$ cat config.mk
export PLATFORM = sky130hd
export DESIGN_NAME = ex_mem_skid_reg
export DESIGN_NICKNAME = d
export VERILOG_FILES = /design/src/rtl/ex_mem_skid_reg.sv
export SDC_FILE = /design/constraint.sdc
export NUM_CORES = 1
export LEC_CHECK = 0
export ABC_AREA = 1
export CORE_MARGIN = 2
export CORE_UTILIZATION = 45
export CTS_BUF_LIST = sky130_fd_sc_hd__clkbuf_8
export CTS_CLUSTER_SIZE = 14
export DETAILED_ROUTE_END_ITERATION = 8
export PLACE_DENSITY = 0.85
export SLEW_MARGIN = 20
export SYNTH_ARGS = -nofsm -noshare
export SYNTH_HDL_FRONTEND = slang
export SYNTH_SLANG_ARGS = --single-unit
export TNS_END_PERCENT = 10
$ cat constraint.sdc
create_clock -name clock -period 1.7 [get_ports clock]
set_input_delay 0.425 -clock clock [delete_from_list [all_inputs] [get_ports clock]]
set_output_delay 0.425 -clock clock [all_outputs]
set_load 0.05 [all_outputs]
$ cat src/rtl/ex_mem_skid_reg.sv
// EX->MEM elastic pipeline register: a main entry presented to MEM plus a one-deep skid entry.
// Latency: one cycle from EX handshake to mem_* outputs, with full throughput while mem_ready stays high.
// Backpressure: ex_ready depends only on state (low in FULL or in reset) and never on mem_ready.
//
// Ports:
//   clock, reset (sync, active-low), flush           - control
//   ex_valid/ex_ready + ex_* fields                   - intake handshake from EX
//   mem_valid/mem_ready + mem_* fields                - main entry handshake to MEM
//   fwd_valid, fwd_rd, fwd_data                       - registered forwarding from the main entry
//   stall_count                                       - saturating count of MEM back-pressure cycles
module ex_mem_skid_reg #(
  parameter int CORE         = 0,
  parameter int ADDRESS_BITS = 20,
  parameter int DATA_WIDTH   = 32
) (
  input  logic                    clock,
  input  logic                    reset,
  input  logic                    flush,
  // EX side
  input  logic                    ex_valid,
  output logic                    ex_ready,
  input  logic [ADDRESS_BITS-1:0] ex_inst_PC,
  input  logic [2:0]              ex_funct3,
  input  logic [4:0]              ex_rd,
  input  logic                    ex_reg_write,
  input  logic                    ex_mem_read,
  input  logic                    ex_mem_write,
  input  logic [DATA_WIDTH-1:0]   ex_alu_result,
  input  logic [DATA_WIDTH-1:0]   ex_store_data,
  // MEM side
  output logic                    mem_valid,
  input  logic                    mem_ready,
  output logic [ADDRESS_BITS-1:0] mem_inst_PC,
  output logic [2:0]              mem_funct3,
  output logic [4:0]              mem_rd,
  output logic                    mem_reg_write,
  output logic                    mem_mem_read,
  output logic                    mem_mem_write,
  output logic [DATA_WIDTH-1:0]   mem_alu_result,
  output logic [DATA_WIDTH-1:0]   mem_store_data,
  // Forwarding
  output logic                    fwd_valid,
  output logic [4:0]              fwd_rd,
  output logic [DATA_WIDTH-1:0]   fwd_data,
  // Statistics
  output logic [15:0]             stall_count
);

  typedef struct packed {
    logic [ADDRESS_BITS-1:0] pc;
    logic [2:0]              funct3;
    logic [4:0]              rd;
    logic                    reg_write;
    logic                    mem_read;
    logic                    mem_write;
    logic [DATA_WIDTH-1:0]   alu_result;
    logic [DATA_WIDTH-1:0]   store_data;
  } entry_t;

  localparam logic [1:0] ST_EMPTY = 2'd0;
  localparam logic [1:0] ST_ONE   = 2'd1;
  localparam logic [1:0] ST_FULL  = 2'd2;

  logic [1:0]  state_q, state_d;
  entry_t      main_q, main_d;
  entry_t      skid_q, skid_d;
  logic [15:0] stall_q, stall_d;

  entry_t      ex_entry;
  logic        acc;
  logic        pop;

  // Writes to x0 are architecturally void; drop reg_write at intake so neither
  // the forwarding path nor writeback ever sees them.
  always_comb begin
    ex_entry            = '0;
    ex_entry.pc         = ex_inst_PC;
    ex_entry.funct3     = ex_funct3;
    ex_entry.rd         = ex_rd;
    ex_entry.reg_write  = ex_reg_write & (ex_rd != 5'd0);
    ex_entry.mem_read   = ex_mem_read;
    ex_entry.mem_write  = ex_mem_write;
    ex_entry.alu_result = ex_alu_result;
    ex_entry.store_data = ex_store_data;
  end

  assign ex_ready  = reset & (state_q != ST_FULL);
  assign mem_valid = (state_q == ST_ONE) || (state_q == ST_FULL);
  assign acc       = ex_valid & ex_ready;
  assign pop       = mem_valid & mem_ready;

  always_comb begin
    state_d = state_q;
    main_d  = main_q;
    skid_d  = skid_q;
    case (state_q)
      ST_EMPTY: begin
        if (acc) begin
          main_d  = ex_entry;
          state_d = ST_ONE;
        end
      end
      ST_ONE: begin
        if (acc && pop) begin
          main_d = ex_entry;
        end else if (acc) begin
          skid_d  = ex_entry;
          state_d = ST_FULL;
        end else if (pop) begin
          state_d = ST_EMPTY;
        end
      end
      ST_FULL: begin
        // No intake here: ex_ready is low, so acc cannot be set.
        if (pop) begin
          main_d  = skid_q;
          state_d = ST_ONE;
        end
      end
      default: state_d = ST_EMPTY;
    endcase

    // Flush wins over any handshake; data fields may stay stale but the main
    // entry's side-effect bits are cleared so nothing downstream can act on them.
    if (flush) begin
      state_d          = ST_EMPTY;
      main_d.reg_write = 1'b0;
      main_d.mem_read  = 1'b0;
      main_d.mem_write = 1'b0;
    end
  end

  always_comb begin
    stall_d = stall_q;
    if (mem_valid && !mem_ready && (stall_q != 16'hFFFF)) begin
      stall_d = stall_q + 16'd1;
    end
  end

  always_ff @(posedge clock) begin
    if (!reset) begin
      state_q <= ST_EMPTY;
      main_q  <= '0;
      skid_q  <= '0;
      stall_q <= '0;
    end else begin
      state_q <= state_d;
      main_q  <= main_d;
      skid_q  <= skid_d;
      stall_q <= stall_d;
    end
  end

  assign mem_inst_PC    = main_q.pc;
  assign mem_funct3     = main_q.funct3;
  assign mem_rd         = main_q.rd;
  assign mem_reg_write  = main_q.reg_write;
  assign mem_mem_read   = main_q.mem_read;
  assign mem_mem_write  = main_q.mem_write;
  assign mem_alu_result = main_q.alu_result;
  assign mem_store_data = main_q.store_data;

  // Load results are not known until MEM completes, so only non-load writers forward.
  assign fwd_valid = mem_valid & main_q.reg_write & ~main_q.mem_read;
  assign fwd_rd    = main_q.rd;
  assign fwd_data  = main_q.alu_result;

  assign stall_count = stall_q;

endmodule

## Yosys cells after proc, flatten, opt, wreduce, memory -nomap -nowiden

Index checks and enable logic that the tools add are counted.

| word-level totals | value |
|---|---|
| register bits after elaboration | 208 |
| word-level logic and storage cells | 59 |
| output and inout bits | 151 |

| operators by class | value |
|---|---|
| muxes and demuxes | 10 |
| add/subtract/negate cells | 1 |
| reduce and logical (&&, ||, !) cells | 12 |
| equality and inequality tests | 9 |
| bitwise operators | 9 |

Operator list:

| cell | count |
|---|---|
| 2-to-1 mux 95 bit | 3 |
| case mux 95 bit (3 select lines) | 1 |
| adder 16 x 1 -> 16 bit, second input constant | 1 |
| inequality test 16 bit, second input constant | 1 |
| 2-to-1 mux 2 bit | 5 |
| inequality test 2 bit, second input constant | 4 |
| AND reduction 4 bit | 2 |
| AND 1 bit | 6 |
| case mux 2 bit (3 select lines) | 1 |
| nonzero test 5 bit | 1 |
| logical AND 1 bit | 3 |
| inequality test 3 bit, second input constant | 1 |
| NOT 1 bit | 3 |
| AND reduction 3 bit | 1 |
| nonzero test 3 bit | 1 |
| == test 2 x 1 -> 1 bit, second input constant | 1 |
| == test 2 bit, second input constant | 1 |
| logical NOT 2 bit | 1 |
| inequality test 2 x 1 -> 1 bit, second input constant | 1 |
| OR reduction 2 bit | 1 |
| logical NOT 1 bit | 1 |
| logical OR 1 bit | 1 |

## Logic depth before layout (Yosys ltp)

Gate-level depths: netlist (run 1).

| logic depth | value |
|---|---|
| depth in word-level cells | 7 |
| depth in mapped cells | 13 |
| gate-level depth less buffers | 11 |

## Worst setup path after synthesis (run 1)

Ideal clock, no wire load.

| timing path | value |
|---|---|
| path type | register to output |
| start | register state_q[0] |
| end | output port fwd_valid |
| path slack | -0.887 ns |
| arrival | 2.162 ns |
| path buffers | 0 |
| cell stages (with the launch flop) | 5 |
| cells stage by stage | dfxtp_1 -> inv_1 -> ha_1 -> inv_1 -> nor3_1 |

| between the ends | value |
|---|---|
| cells in the longest elaborated chain, start to end | 4 |
| elaborated cells between the ends (all ways) | 5 |
| classes of those cells | 2 x eq/ne; 2 x bitwise; 1 x reduce/logical |

RTL lines:

| element | RTL line | RTL |
|---|---|---|
| from (decl) | 64 | `logic [1:0] state_q, state_d;` |
| from (signal assigned) | 147 | `state_q <= state_d;` |
| == test 2 x 1 -> 1 bit / == test 2 bit (equally long branches) | 88 | `assign mem_valid = (state_q == ST_ONE) \|\| (state_q == ST_FULL);` |
| logical OR 1 bit (*) | 88 |  |
| net mem_valid | 31 | `output logic mem_valid,` |
| AND 1 bit (*) (2 in series) | 164 | `assign fwd_valid = mem_valid & main_q.reg_write & ~main_q.mem_read;` |
| to (decl) | 42 | `output logic fwd_valid,` |

The timed path passes the listed nets; every way through them passes the cells marked *.

## Final worst setup path (run 1)

| timing path | value |
|---|---|
| start | register state_q[1] |
| end | output port fwd_valid |

| between the ends | value |
|---|---|
| cells in the longest elaborated chain, start to end | 4 |
| elaborated cells between the ends (all ways) | 5 |
| classes of those cells | 2 x eq/ne; 2 x bitwise; 1 x reduce/logical |

RTL lines:

| element | RTL line |
|---|---|
| == test 2 x 1 -> 1 bit / == test 2 bit (equally long branches) | 88 |
| logical OR 1 bit (*) | 88 |
| AND 1 bit (*) (2 in series) | 164 |

Mark *: on every way between the ends. The rest lies on a longest branch, timed or not.

==> run_results.csv, run 1 <==
group,metric,value,unit
critical_path,crit_fanout,2,
sta,tns,-39540,ps
global_routing,grt_pass1_vias,9342,
layout,final_util,0.705,
critical_path,cp-startpoint,"state_q[1]$_SDFFE_PP0P_",
global_routing,track_usage,0.278,
global_routing,busiest_layer,"met2",
routing,drtIter0Drc,630,
synthesis,syn_inst,1264,
outcome,run_status,"finished with violations",
sta,rsz0062_at_grt,"yes",
critical_path,crit_slowest_cell,"dfxtp_4",
sta,tightest_slew,644,ps
synthesis,synth.distinct_cells,22,
synthesis,synth_area_leaders,"dfxtp_1, nor2_1, mux2i_1",
critical_path,end_kind,"output port",
sta,skew,32.4,ps
flow_run,drv_cap,0,
layout,seqCellArea,0.00418,mm2
global_routing,grt_max_degree,125,
place,gp_routability_congestion,0.840,
clocking,clkSlewWorstSetupHoldPaths,70,ps
layout,multi_input_area,0.00477,mm2
clocking,cts_buffer_depth,3,
clocking,cts_max_level,2,
outcome,violations,"setup timing",
critical_path,crit_path_start_kind,"flip-flop",
layout,syn2layout_area_growth,53.8,%
power,power,0.0136,W
power,switching_share,0.323,
power,pwr-share-seq,0.392,
sta,setup_violations,195,
routing,first_pass_iters,5,
sta,slew_headroom,0.571,
sta,fin_ws,-376,ps
routing,num_vias,9869,
clocking,cts_root_buffer,"clkbuf_8",
power,vdd_drop_max,0.000764,V
critical_path,max_stage_delay,360,ps
floorplanning,core_region_area,0.0203,mm2
floorplanning,dieArea,0.0219,mm2
synthesis,yosysTopAreaCell,"dfxtp_1",
global_routing,antenna_found_initial,1,
global_routing,gr-usage-met3,0.0654,
synthesis,syn-num-nets,1370,
sta,min_period,2080,ps
clocking,clock_latency,520,ps
layout,fin_area,0.0143,mm2
synthesis,synth_top_cell_area_share,0.447,
clocking,cts_made_buffers,36,
floorplanning,rows,52,
critical_path,arrival,1650,ps
routing,wirelength,33500,um
power,total_leakage_power,6.22,nW
power,clkPwrFrac,0.356,
sta,fmax,482,MHz
synthesis,yosys_warnings,0,
clocking,cts.hold.buffers_added,0,
global_routing,grt_pass1_wl,48800,um
routing,drc,0,
clocking,cts_tree,"done",
hold_path,hold_path_class,"input pin to flip-flop",
floorplanning,die_h,148,um
routing,avgViaCountPerCell,5.39,
global_routing,use_met2,0.472,
place,port_buffers,250,
critical_path,rr_startpoint,"state_q[1]$_SDFFE_PP0P_",
sta,drv_slew,0,
sta,finalHoldViolCount,0,
power,p_per_area,952,mW/mm2
layout,fin_nets,1639,
critical_path,path_cells,"inv_2, ha_4, buf_6, inv_4, nor3_4, buf_12",
synthesis,netlist_area,0.00931,mm2
floorplanning,die_x,148,um
synthesis,yosys_register_bits,208,
synthesis,avgSynthCellArea,7.36,um2
place,dp_hpwl,16700,um
power,power_switching,0.00440,W
sta,post-route-period-util,1.22,
clocking,clock-sinks,208,
routing,antenna_left,0,
power,internal_power,0.00923,W
place,dpl_cell_area,0.0119,mm2
critical_path,crit_type,"flip-flop to output port",
critical_path,required,1270,ps
hold_path,worstHoldStart,"reset",
global_routing,gr-total-overflow,0,
layout,fillCellCount,1453,
floorplanning,initial_core_util,0.459,
layout,drive_gt1_frac,0.260,
synthesis,ys_seq_area_frac,0.447,
global_routing,use_met1,0.331,
floorplanning,io_pins,251,
routing,wire_per_inst,18.3,um
power,comb_power_share,0.252,
-- final timing paths --
kind         slack [ps]  depth (start not counted)                      endpoint
max                -380                          6                     fwd_valid
min                 320                          4  stall_count[11]$_SDFFE_PN0P_
max reg2reg        -300                         10       skid_q[55]$_SDFFE_PN0P_
min reg2reg         470                          2  mem_inst_PC[19]$_SDFFE_PN0P_
-- Yosys cell counts --
cell type / instances
a31oi_1: 2
clkbuf_1: 31
o21ai_0: 94
nor3_1: 3
buf_1: 7
buf_6: 8
o21ai_1: 4
a21oi_1: 17
inv_2: 3
mux2i_1: 90
dfxtp_1: 208
buf_4: 37
nand3_1: 110
nand4_1: 5
xor2_1: 1
nand2_1: 155
ha_1: 6
buf_2: 37
nor2_2: 4
nand2_2: 1
inv_1: 22
nor2_1: 419
-- repair_timing --
item,CTS,global route
buffers inserted,20,12
endpoints found under the setup margin,186,209
gates cloned,24,6
pin swaps,7,26
resized for setup,59,119
-- routing by layer --
metal	share of wire	up-vias	wire [um]
li1	-	4593	-
met1	0.37	4630	12400
met2	0.49	506	16600
met3	0.085	140	2860
met4	0.049	0	1620
met5	0	-	0
-- through the flow --
step	hold WS, ps	cells	setup WS, ps
finish	319	1831	-376
global route	317	1831	-408
CTS	292	1814	-417
detailed placement	457	1705	-357
global placement	452	1705	-278
floorplan	462	1264	-2.83
-- state kept, by name (all words and copies together), names as in the netlist --
register	count
skid_q	95
fwd_data	32
mem_store_data	32
mem_inst_PC	20
stall_count	16
fwd_rd	5
mem_funct3	3
state_q	2
mem_mem_read	1
mem_mem_write	1
mem_reg_write	1
-- worst max-delay path: cells and delay by family, from the launching register on --
family        cells  cell delay [ps]
fa+ha+maj         1              270
buf+inv           4              340
flops             1              360
simple gates      1              140
-- cell usage in the layout, fill, tap and decap left out, drive strengths merged, types with 3 or more instances in the layout --
master	netlist	final
o21ai	98	98
clkinv	0	6
buf	89	244
mux2i	90	90
clkbuf	31	52
a21oi	17	17
nor2	423	423
ha	6	6
inv	25	33
nor3	3	3
nand2	156	156
clkinvlp	0	3
clkdlybuf4s50	0	98
dfxtp	208	208
nand3	110	110
bufbuf	0	3
nand4	5	5
-- area by class of cell --
class                      instances  share of cell area
multi-input combinational        911               0.333
sequential                       208               0.292
clock buffer                      46              0.0442
tap                              270              0.0236
timing repair buffer             351               0.289
antenna                            1            0.000175
inverter                          25             0.00778
clock inverter                    19             0.00988
-- cells by family (layout without fill, tap and decap cells) --
kind of cell / Yosys count / after routing / share of synthesized area
buf+inv: 145 / 441 / 0.0848
mux: 90 / 90 / 0.0968
compound gates: 117 / 117 / 0.0632
other cells: 0 / 1 / 0
fa+ha+maj: 6 / 6 / 0.00806
simple gates: 697 / 697 / 0.299
flops: 208 / 208 / 0.447
xor+xnor: 1 / 1 / 0.000941
-- power groups by stage --
| stage | Combinational, W | Sequential, W | Clock, W |
|---|---|---|---|
| 6_report | 0.00344 | 0.00534 | 0.00485 |
| 5_1_grt | 0.00360 | 0.00536 | 0.00515 |
| 4_1_cts | 0.00327 | 0.00533 | 0.00492 |
| 3_5_place_dp | 0.00281 | 0.00543 | 0 |
| 3_3_place_gp | 0.00276 | 0.00542 | 0 |
| 2_1_floorplan | 0.00118 | 0.00613 | 0 |
Power figures use the tool's default switching activity.
==> run 2, diff against run 1 <==
==> constraint.sdc (replaced) <==
create_clock -name clock -period 1.7 [get_ports clock]
set_input_delay 0.17 -clock clock [delete_from_list [all_inputs] [get_ports clock]]
set_output_delay 0.17 -clock clock [all_outputs]
set_load 0.05 [all_outputs]
==> run_results.csv, run 2 (synthesized netlist as in run 1, its figures left out) <==
group,metric,value,unit
outcome,run_status,"finished with violations",
outcome,violations,"setup timing",
critical_path,max_stage_delay,350,ps
power,clkPwrFrac,0.343,
floorplanning,io_pins,251,
power,pwr-share-seq,0.412,
routing,drtIter0Drc,506,
floorplanning,dieArea,0.0219,mm2
power,internal_power,0.00866,W
routing,antenna_left,0,
sta,fmax,532,MHz
layout,most-common-layout-cells,"nor2_1, dfxtp_1, nand2_1",
global_routing,gr-total-overflow,0,
clocking,clock_latency,520,ps
power,power,0.0129,W
global_routing,grt_pass1_vias,8663,
clocking,cts_made_buffers,36,
clocking,clock-sinks,208,
floorplanning,die_h,148,um
place,dp_hpwl,17200,um
power,comb_power_share,0.245,
flow_run,drv_cap,0,
critical_path,crit_type,"flip-flop to flip-flop",
layout,final_util,0.677,
global_routing,track_usage,0.234,
sta,skew,13.9,ps
layout,largest_reg_flops,95,
routing,avgViaCountPerCell,5.23,
global_routing,grt_pass1_wl,42400,um
sta,tightest_slew,687,ps
routing,drc,0,
power,power_switching,0.00429,W
place,gp_routability_congestion,0.834,
critical_path,crit_path_start_kind,"flip-flop",
routing,wire_per_inst,16.5,um
layout,drive_gt1_frac,0.188,
floorplanning,die_x,148,um
sta,finalHoldViolCount,0,
critical_path,end_kind,"flip-flop",
clocking,cts_tree,"done",
global_routing,antenna_found_initial,3,
sta,tns,-13040,ps
place,dpl_cell_area,0.0121,mm2
place,port_buffers,250,
critical_path,crit_fanout,19,
power,switching_share,0.331,
sta,setup_violations,193,
sta,min_period,1880,ps
clocking,cts_max_level,2,
routing,num_vias,9488,
floorplanning,initial_core_util,0.459,
floorplanning,rows,52,
floorplanning,core_region_area,0.0203,mm2
hold_path,worstHoldPathCells,3,
critical_path,crit_slowest_cell,"dfxtp_2",
critical_path,arrival,2290,ps
hold_path,hold_path_class,"input pin to flip-flop",
clocking,cts_root_buffer,"clkbuf_8",
sta,drv_slew,0,
sta,rsz0062_at_grt,"yes",
power,total_leakage_power,6.17,nW
sta,post-route-period-util,1.11,
place,pre_cts_slack,-86.9,ps
layout,top_register,"skid_q",
layout,layout_commonest_cell,"nor2_1",
critical_path,path_cells,"inv_4, ha_4, buf_4, nand2_4, inv_2, nand3_4, nand2_8, nand2_8, clkinv_8, clkbuf_16, nor2_1, nor2_1",
layout,fin_area,0.0137,mm2
routing,first_pass_iters,5,
clocking,clkSlewWorstSetupHoldPaths,60,ps
power,p_per_area,942,mW/mm2
global_routing,grt_max_degree,122,
sta,fin_ws,-179,ps
power,vdd_drop_max,0.000722,V
critical_path,reg2reg_depth,12,
layout,fin_nets,1619,
critical_path,required,2110,ps
clocking,cts_buffer_depth,3,
layout,syn2layout_area_growth,47.6,%
sta,slew_headroom,0.542,
routing,wirelength,30000,um
==> run 2: changes by cell type in the layout (fill, tap and decap cells not counted), moves of 5 or more <==
| cell | previous run | this run |
|---|---|---|
| o21ai_0 | 74 | 86 |
| buf_4 | 163 | 66 |
| o21ai_2 | 5 | 0 |
| dlygate4sd2_1 | 0 | 112 |
| inv_1 | 26 | 32 |
| o21ai_1 | 19 | 12 |
| nor2_2 | 21 | 49 |
| clkbuf_16 | 6 | 15 |
| buf_12 | 41 | 24 |
| nand3_1 | 96 | 91 |
| buf_6 | 13 | 8 |
| nor2_1 | 381 | 357 |
| buf_16 | 25 | 2 |
==> run 2: area by class of cell <==
class | count | area, um2
clock buffers | 45 | 619
multi-input cells | 911 | 4850
fillers | 1620 | 6560
diodes | 3 | 7.51
flip-flops and latches | 208 | 4180
well taps | 270 | 338
repair buffers | 330 | 3530
repair inverters | 1 | 16.3
clock inverters | 20 | 86.3
inverters | 25 | 116
==> run 2: through the flow <==
step | hold slack, ps | std cells
floorplan | 305 | 1264
global placement | 447 | 1714
detailed placement | 459 | 1714
finish | 265 | 1813
CTS | 225 | 1780
global route | 260 | 1813
==> run 2: routing by layer <==
metal / share of wire / vias up / global-route usage / wire length (um)
met4: 0.026 / 0 / 0.101 / 771
li1: - / 4548 / - / -
met1: 0.40 / 4468 / 0.288 / 12000
met2: 0.49 / 409 / 0.394 / 14800
met5: 0 / - / 0 / 0
met3: 0.079 / 63 / 0.0537 / 2370
==> run 2: power by group through the flow <==
stage / registers, W / clock network, W / logic, W
global placement: 0.00540 / 0 / 0.00286
CTS: 0.00530 / 0.00451 / 0.00275
global route: 0.00536 / 0.00475 / 0.00333
detailed placement: 0.00541 / 0 / 0.00290
floorplan: 0.00613 / 0 / 0.00118
finish: 0.00534 / 0.00444 / 0.00317
==> run 2: final timing paths <==
kind                                         from                         endpoint  slack, ps
setup reg to reg          state_q[0]$_SDFFE_PP0P_        fwd_data[11]$_SDFFE_PN0P_       -180
hold reg to reg   mem_store_data[12]$_SDFFE_PN0P_  mem_store_data[12]$_SDFFE_PN0P_        470
setup / recovery          state_q[0]$_SDFFE_PP0P_        fwd_data[11]$_SDFFE_PN0P_       -180
hold / removal                  ex_store_data[17]          skid_q[17]$_SDFFE_PN0P_        260
==> run 2: critical path, delay by kind of cell (launching register included) <==
kind          cells  cell delay, ps
fa+ha+maj         1             250
buf+inv           5             570
simple gates      6             570
flops             1             350
==> run 2: repair_timing <==
| item | CTS | global route |
|---|---|---|
| endpoints found under the setup margin | 152 | 203 |
| cloned | 0 | 18 |
| gates resized for setup | 118 | 160 |
| pin swaps | 3 | 26 |
| hold endpoints to repair | 9 | 0 |
| hold buffers | 1 | 0 |
| setup buffers | 0 | 12 |
==> run 3, diff against run 2 <==
--- a/config.mk
+++ b/config.mk
@@ -9,11 +9,11 @@
 export CORE_MARGIN = 2
 export CORE_UTILIZATION = 45
 export CTS_BUF_LIST = sky130_fd_sc_hd__clkbuf_8
+export CTS_CLUSTER_DIAMETER = 50
 export CTS_CLUSTER_SIZE = 14
 export DETAILED_ROUTE_END_ITERATION = 8
 export PLACE_DENSITY = 0.85
-export SLEW_MARGIN = 20
 export SYNTH_ARGS = -nofsm -noshare
 export SYNTH_HDL_FRONTEND = slang
 export SYNTH_SLANG_ARGS = --single-unit
-export TNS_END_PERCENT = 10
+export TNS_END_PERCENT = 1
==> run_results.csv, run 3 (synthesized netlist as in run 1, its figures left out) <==
group,metric,value,unit
layout,most-common-layout-cells,"nor2_1, dfxtp_1, nand2_1",
critical_path,end_kind,"output port",
floorplanning,dieArea,0.0219,mm2
place,gp_routability_congestion,0.834,
sta,fmax,534,MHz
clocking,cts_made_buffers,22,
clocking,clock-sinks,208,
floorplanning,initial_core_util,0.459,
hold_path,worstHoldStart,"ex_alu_result[20]",
critical_path,required,1530,ps
global_routing,grt_pass1_wl,41600,um
sta,slew_headroom,0.570,
sta,drv_slew,0,
clocking,cts_tree,"done",
sta,tns,-8010,ps
layout,multi_input_area,0.00447,mm2
sta,post-route-period-util,1.10,
routing,wirelength,25800,um
sta,setup_violations,174,
routing,drc,0,
sta,rsz0062_at_grt,"yes",
power,vdd_drop_max,0.000689,V
floorplanning,rows,52,
place,pre_cts_slack,-86.9,ps
routing,first_pass_iters,5,
global_routing,track_usage,0.227,
global_routing,gr-total-overflow,0,
floorplanning,core_region_area,0.0203,mm2
sta,finalHoldViolCount,0,
sta,min_period,1870,ps
layout,largest_reg_flops,95,
critical_path,crit_type,"flip-flop to output port",
power,total_leakage_power,5.63,nW
layout,layout_commonest_cell,"nor2_1",
sta,hold_slack,246,ps
routing,antenna_left,0,
sta,fin_ws,-172,ps
routing,num_vias,8954,
hold_path,hold_path_class,"input pin to flip-flop",
critical_path,timing.rr.end,"fwd_rd[3]$_SDFFE_PN0P_",
layout,seqCellArea,0.00418,mm2
layout,fin_nets,1580,
layout,fillCellCount,1821,
clocking,cts_root_buffer,"clkbuf_8",
sta,tightest_slew,645,ps
floorplanning,die_h,148,um
hold_path,worstHoldPathCells,3,
routing,wire_per_inst,14.7,um
clocking,clkSlewWorstSetupHoldPaths,80,ps
flow_run,drv_cap,0,
critical_path,crit_path_start_kind,"flip-flop",
place,port_buffers,250,
routing,avgViaCountPerCell,5.09,
clocking,cts_buffer_depth,3,
layout,drive_gt1_frac,0.110,
floorplanning,die_x,148,um
hold_path,worstHoldEndpoint,"skid_q[52]$_SDFFE_PN0P_",
critical_path,crit_fanout,3,
critical_path,r2r_slack,-110,ps
outcome,violations,"setup timing",
global_routing,grt_max_degree,122,
critical_path,arrival,1700,ps
sta,skew,20.6,ps
critical_path,rr_startpoint,"state_q[0]$_SDFFE_PP0P_",
critical_path,reg2reg_depth,11,
global_routing,antenna_found_initial,3,
clocking,cts_max_level,1,
routing,drtIter0Drc,389,
place,dp_hpwl,17200,um
clocking,clock_latency,520,ps
layout,top_register,"skid_q",
outcome,run_status,"finished with violations",
power,p_per_area,916,mW/mm2
layout,syn2layout_area_growth,34.2,%
floorplanning,io_pins,251,
global_routing,grt_pass1_vias,8449,
-- run 3: cell types whose count changed in the layout (fill, tap and decap cells not counted), moves of 8 or more --
cell / change
nor2_1: +58
clkbuf_16: -15
nand2_1: +8
nor2_4: -13
nor2_2: -45
clkbuf_8: -19
nand3_2: -11
inv_1: -12
nand3_1: +16
-- run 3: stage by stage --
stage	std cells	area [um2]	util	total power (W)
finish	1759	12500	0.616	0.0114
detailed placement	1714	12100	0.594	0.00831
global placement	1714	12100	0.594	0.00826
CTS	1751	12400	0.611	0.0116
floorplan	1264	9390	-	0.00731
global route	1759	12500	0.616	0.0119
-- run 3: timing repair --
| item | 4_1_cts | 5_1_grt |
|---|---|---|
| resized for setup | 116 | 26 |
| setup endpoints to repair | 129 | 203 |
| buffers inserted | 0 | 5 |
| endpoints found under the hold margin | 10 | 0 |
| hold buffers | 1 | 0 |
| pin swaps | 2 | 8 |
-- run 3: per-layer routing --
metal | wire (um) | vias to the layer above | track usage
met5 | 0 | - | 0
met4 | 639 | 0 | 0.0833
met3 | 1950 | 45 | 0.0478
met2 | 12500 | 310 | 0.388
met1 | 10700 | 4142 | 0.284
li1 | - | 4457 | -
-- run 3: how the worst max path moves through the flow --
stage                                  from                   endpoint  slack [ps]
detailed placement                 ex_valid  fwd_data[14]$_SDFFE_PN0P_         -90
global route        state_q[0]$_SDFFE_PP0P_                  fwd_valid        -220
global placement                   ex_valid     fwd_rd[2]$_SDFFE_PN0P_          -4
CTS                 state_q[1]$_SDFFE_PP0P_                  fwd_valid        -250
floorplan           state_q[0]$_SDFFE_PP0P_   fwd_data[0]$_SDFFE_PN0P_           8
finish              state_q[0]$_SDFFE_PP0P_                  fwd_valid        -170
-- run 3: power breakdown --
group	switching, W	total, W	internal, W
logic	0.00186	0.00275	0.000891
registers	0.000163	0.00529	0.00513
clock network	0.00181	0.00340	0.00159
total	0.00383	0.0114	0.00761
-- run 3: layout make-up --
class,instances,share of cell area
sequential,208,0.334
tap,270,0.0270
timing repair buffer,306,0.236
antenna,3,0.000601
multi-input combinational,911,0.358
clock buffer,26,0.0286
inverter,25,0.00831
clock inverter,10,0.00791
-- run 3: critical path, stage by stage (launching register included) --
cell	delay, ps
dfxtp_2	360
inv_4	50
ha_4	280
buf_6	100
inv_4	30
nor3_4	190
buf_12	160
==> patch (config.mk and constraints of run 3) <==
Register the output `stall_count` once more, cleared by the reset; this adds one clock of latency there. The other outputs are not delayed to match. Comments in the files are not updated.
--- a/src/rtl/ex_mem_skid_reg.sv
+++ b/src/rtl/ex_mem_skid_reg.sv
@@ -166,5 +166,11 @@
   assign fwd_data  = main_q.alu_result;
 
-  assign stall_count = stall_q;
+  always_ff @(posedge clock) begin
+    if (!reset) begin
+      stall_count <= '0;
+    end else begin
+      stall_count <= stall_q;
+    end
+  end
 
 endmodule
Behaviour: not the same (Yosys sat finds a counterexample within 4 cycles, from zero or initial values and one cycle with reset low).
==> patch against run 3 <==
  * The run still ends with negative setup slack left
  * Non-clock buffer count is 2 lower
  * Total power is 11% higher
  * Critical path type unchanged
  * Combinational power grew 6%
  * Hold slack worse by 0.22 ns
  * Clock power rose by 21%
  * Synthesized area is 3.6% higher
  * Sequential cell count is 16 higher
  * Via count up 0.40%
  * Sequential share of layout area is 0.74 points higher
  * Setup slack improved by 0.0027 ns
  * Routed wire length rose by 0.25%
  * Sequential power increased by 7.8%
  * Cell area grew 5.1%
==> patch: results <==
metrics = {
    "critical_path": {
        "startpoint": "state_q[1]",
    },
    "status": {
        "status": "complete, but fails checks",
        "violations": "negative setup slack",
    },
    "synthesis": {
        "ys_types": 26,
        "syn-num-nets": 1408,
        "synth_area_leaders": "dfxtp_1, nor2_1, nand2_1",
        "synthTopCellsByCount": "nor2_1, nand2_1, dfxtp_1",
    },
    "cts": {
        "clk_latency_ns": 0.55,
        "numCtsBuffers": 27,
        "hold_buffers": 0,
    },
    "drt": {
        "drt-pass1-iter-count": 6,
        "dr.first_iter.drc_count": 404,
        "finalWirelength_um": 25900,
    },
    "layout": {
        "diodes": 0,
        "final_nets": 1628,
    },
    "place": {
        "place_area_mm2": 0.0123,
        "place.gp.congestion": 0.845,
        "hpwl_um": 16700,
        "dp_slack_ns": -0.207,
    },
    "timing": {
        "setup-violations-final": 159,
        "worst_slack_ns": -0.169,
        "max_slew_margin_pct": 57.9,
    },
    "grt": {
        "grt_pass1_wl_um": 39000,
        "gr-usage-met1_pct": 24.9,
        "use_met2_pct": 37.6,
        "antenna_found_initial": 0,
        "use_met3_pct": 3.55,
        "grt_pass1_vias": 8331,
    },
}
-- patch: cell count changes after synthesis, sizes merged, moves of 3 or more --
cell           run 3  this run
nand3            110        24
dfxtp            208       224
clkbuf            31        24
inv               25        39
nor2             423       420
nand2            156       257
o21ai             98       102
-- patch: worst paths after layout --
check                                       to  slack (ns)  cells past startpoint
worst max register to register    fwd_data[24]       -0.16                     11
worst min register to register  stall_count[9]        0.48                      2
worst min-delay path               stall_q[12]        0.03                      3
worst max-delay path                 fwd_valid       -0.17                      6
-- patch: worst register-to-register path, stage by stage, from the launching register on --
cell     delay [ns]
dfxtp_2        0.37
inv_2          0.06
ha_4           0.30
nand2_4        0.06
nor2_2         0.11
nor2_2         0.06
nor2_4         0.23
buf_12         0.21
buf_16         0.15
nand2_2        0.07
nand2_2        0.09
nor2_2         0.05
-- patch: routing by layer --
layer  routed length (um)  share of wire [%]
met1                10700                 41
met5                    0                  0
met2                12800                 49
met3                 1630                6.3
met4                  808                3.1
-- patch: final cells by class --
| cell class | instances | area [um^2] |
|---|---|---|
| clock buffer | 28 | 385 |
| clock inverter | 17 | 203 |
| fill | 1823 | 7890 |
| inverter | 39 | 153 |
| multi-input combinational | 926 | 4500 |
| sequential | 224 | 4490 |
| tap | 275 | 344 |
| timing repair buffer | 304 | 3060 |
-- patch: cells by family after synthesis --
| logic type | after synthesis | synth area share [%] |
|---|---|---|
| DFF | 224 | 46.5 |
| AOI/OAI and AO/OA | 120 | 6.25 |
| xor gates and xnor gates | 1 | 0.0908 |
| and+or+nand+nor | 707 | 28.3 |
| buffers and inverters | 152 | 8.51 |
| muxes | 92 | 9.55 |
| adders and majority gates | 6 | 0.778 |
-- patch: timing repair --
item,CTS,global route
buffers inserted,0,3
pin swaps,3,9
gates cloned,0,7
endpoints found under the setup margin,322,199
gates resized for setup,138,43
-- patch: metrics by stage --
stage | power [mW] | std cells
2_1_floorplan | 7.75 | 1302
5_1_grt | 13.2 | 1813
4_1_cts | 12.7 | 1803
6_report | 12.7 | 1813
3_3_place_gp | 8.70 | 1758
3_5_place_dp | 8.76 | 1758
-- patch: where the power goes --
part           switching (mW)  leakage, nW  internal (mW)  total (mW)
clock network            2.17        0.280           1.94        4.12
registers               0.181         1.83           5.52        5.70
logic                    1.92         3.98          0.999        2.92
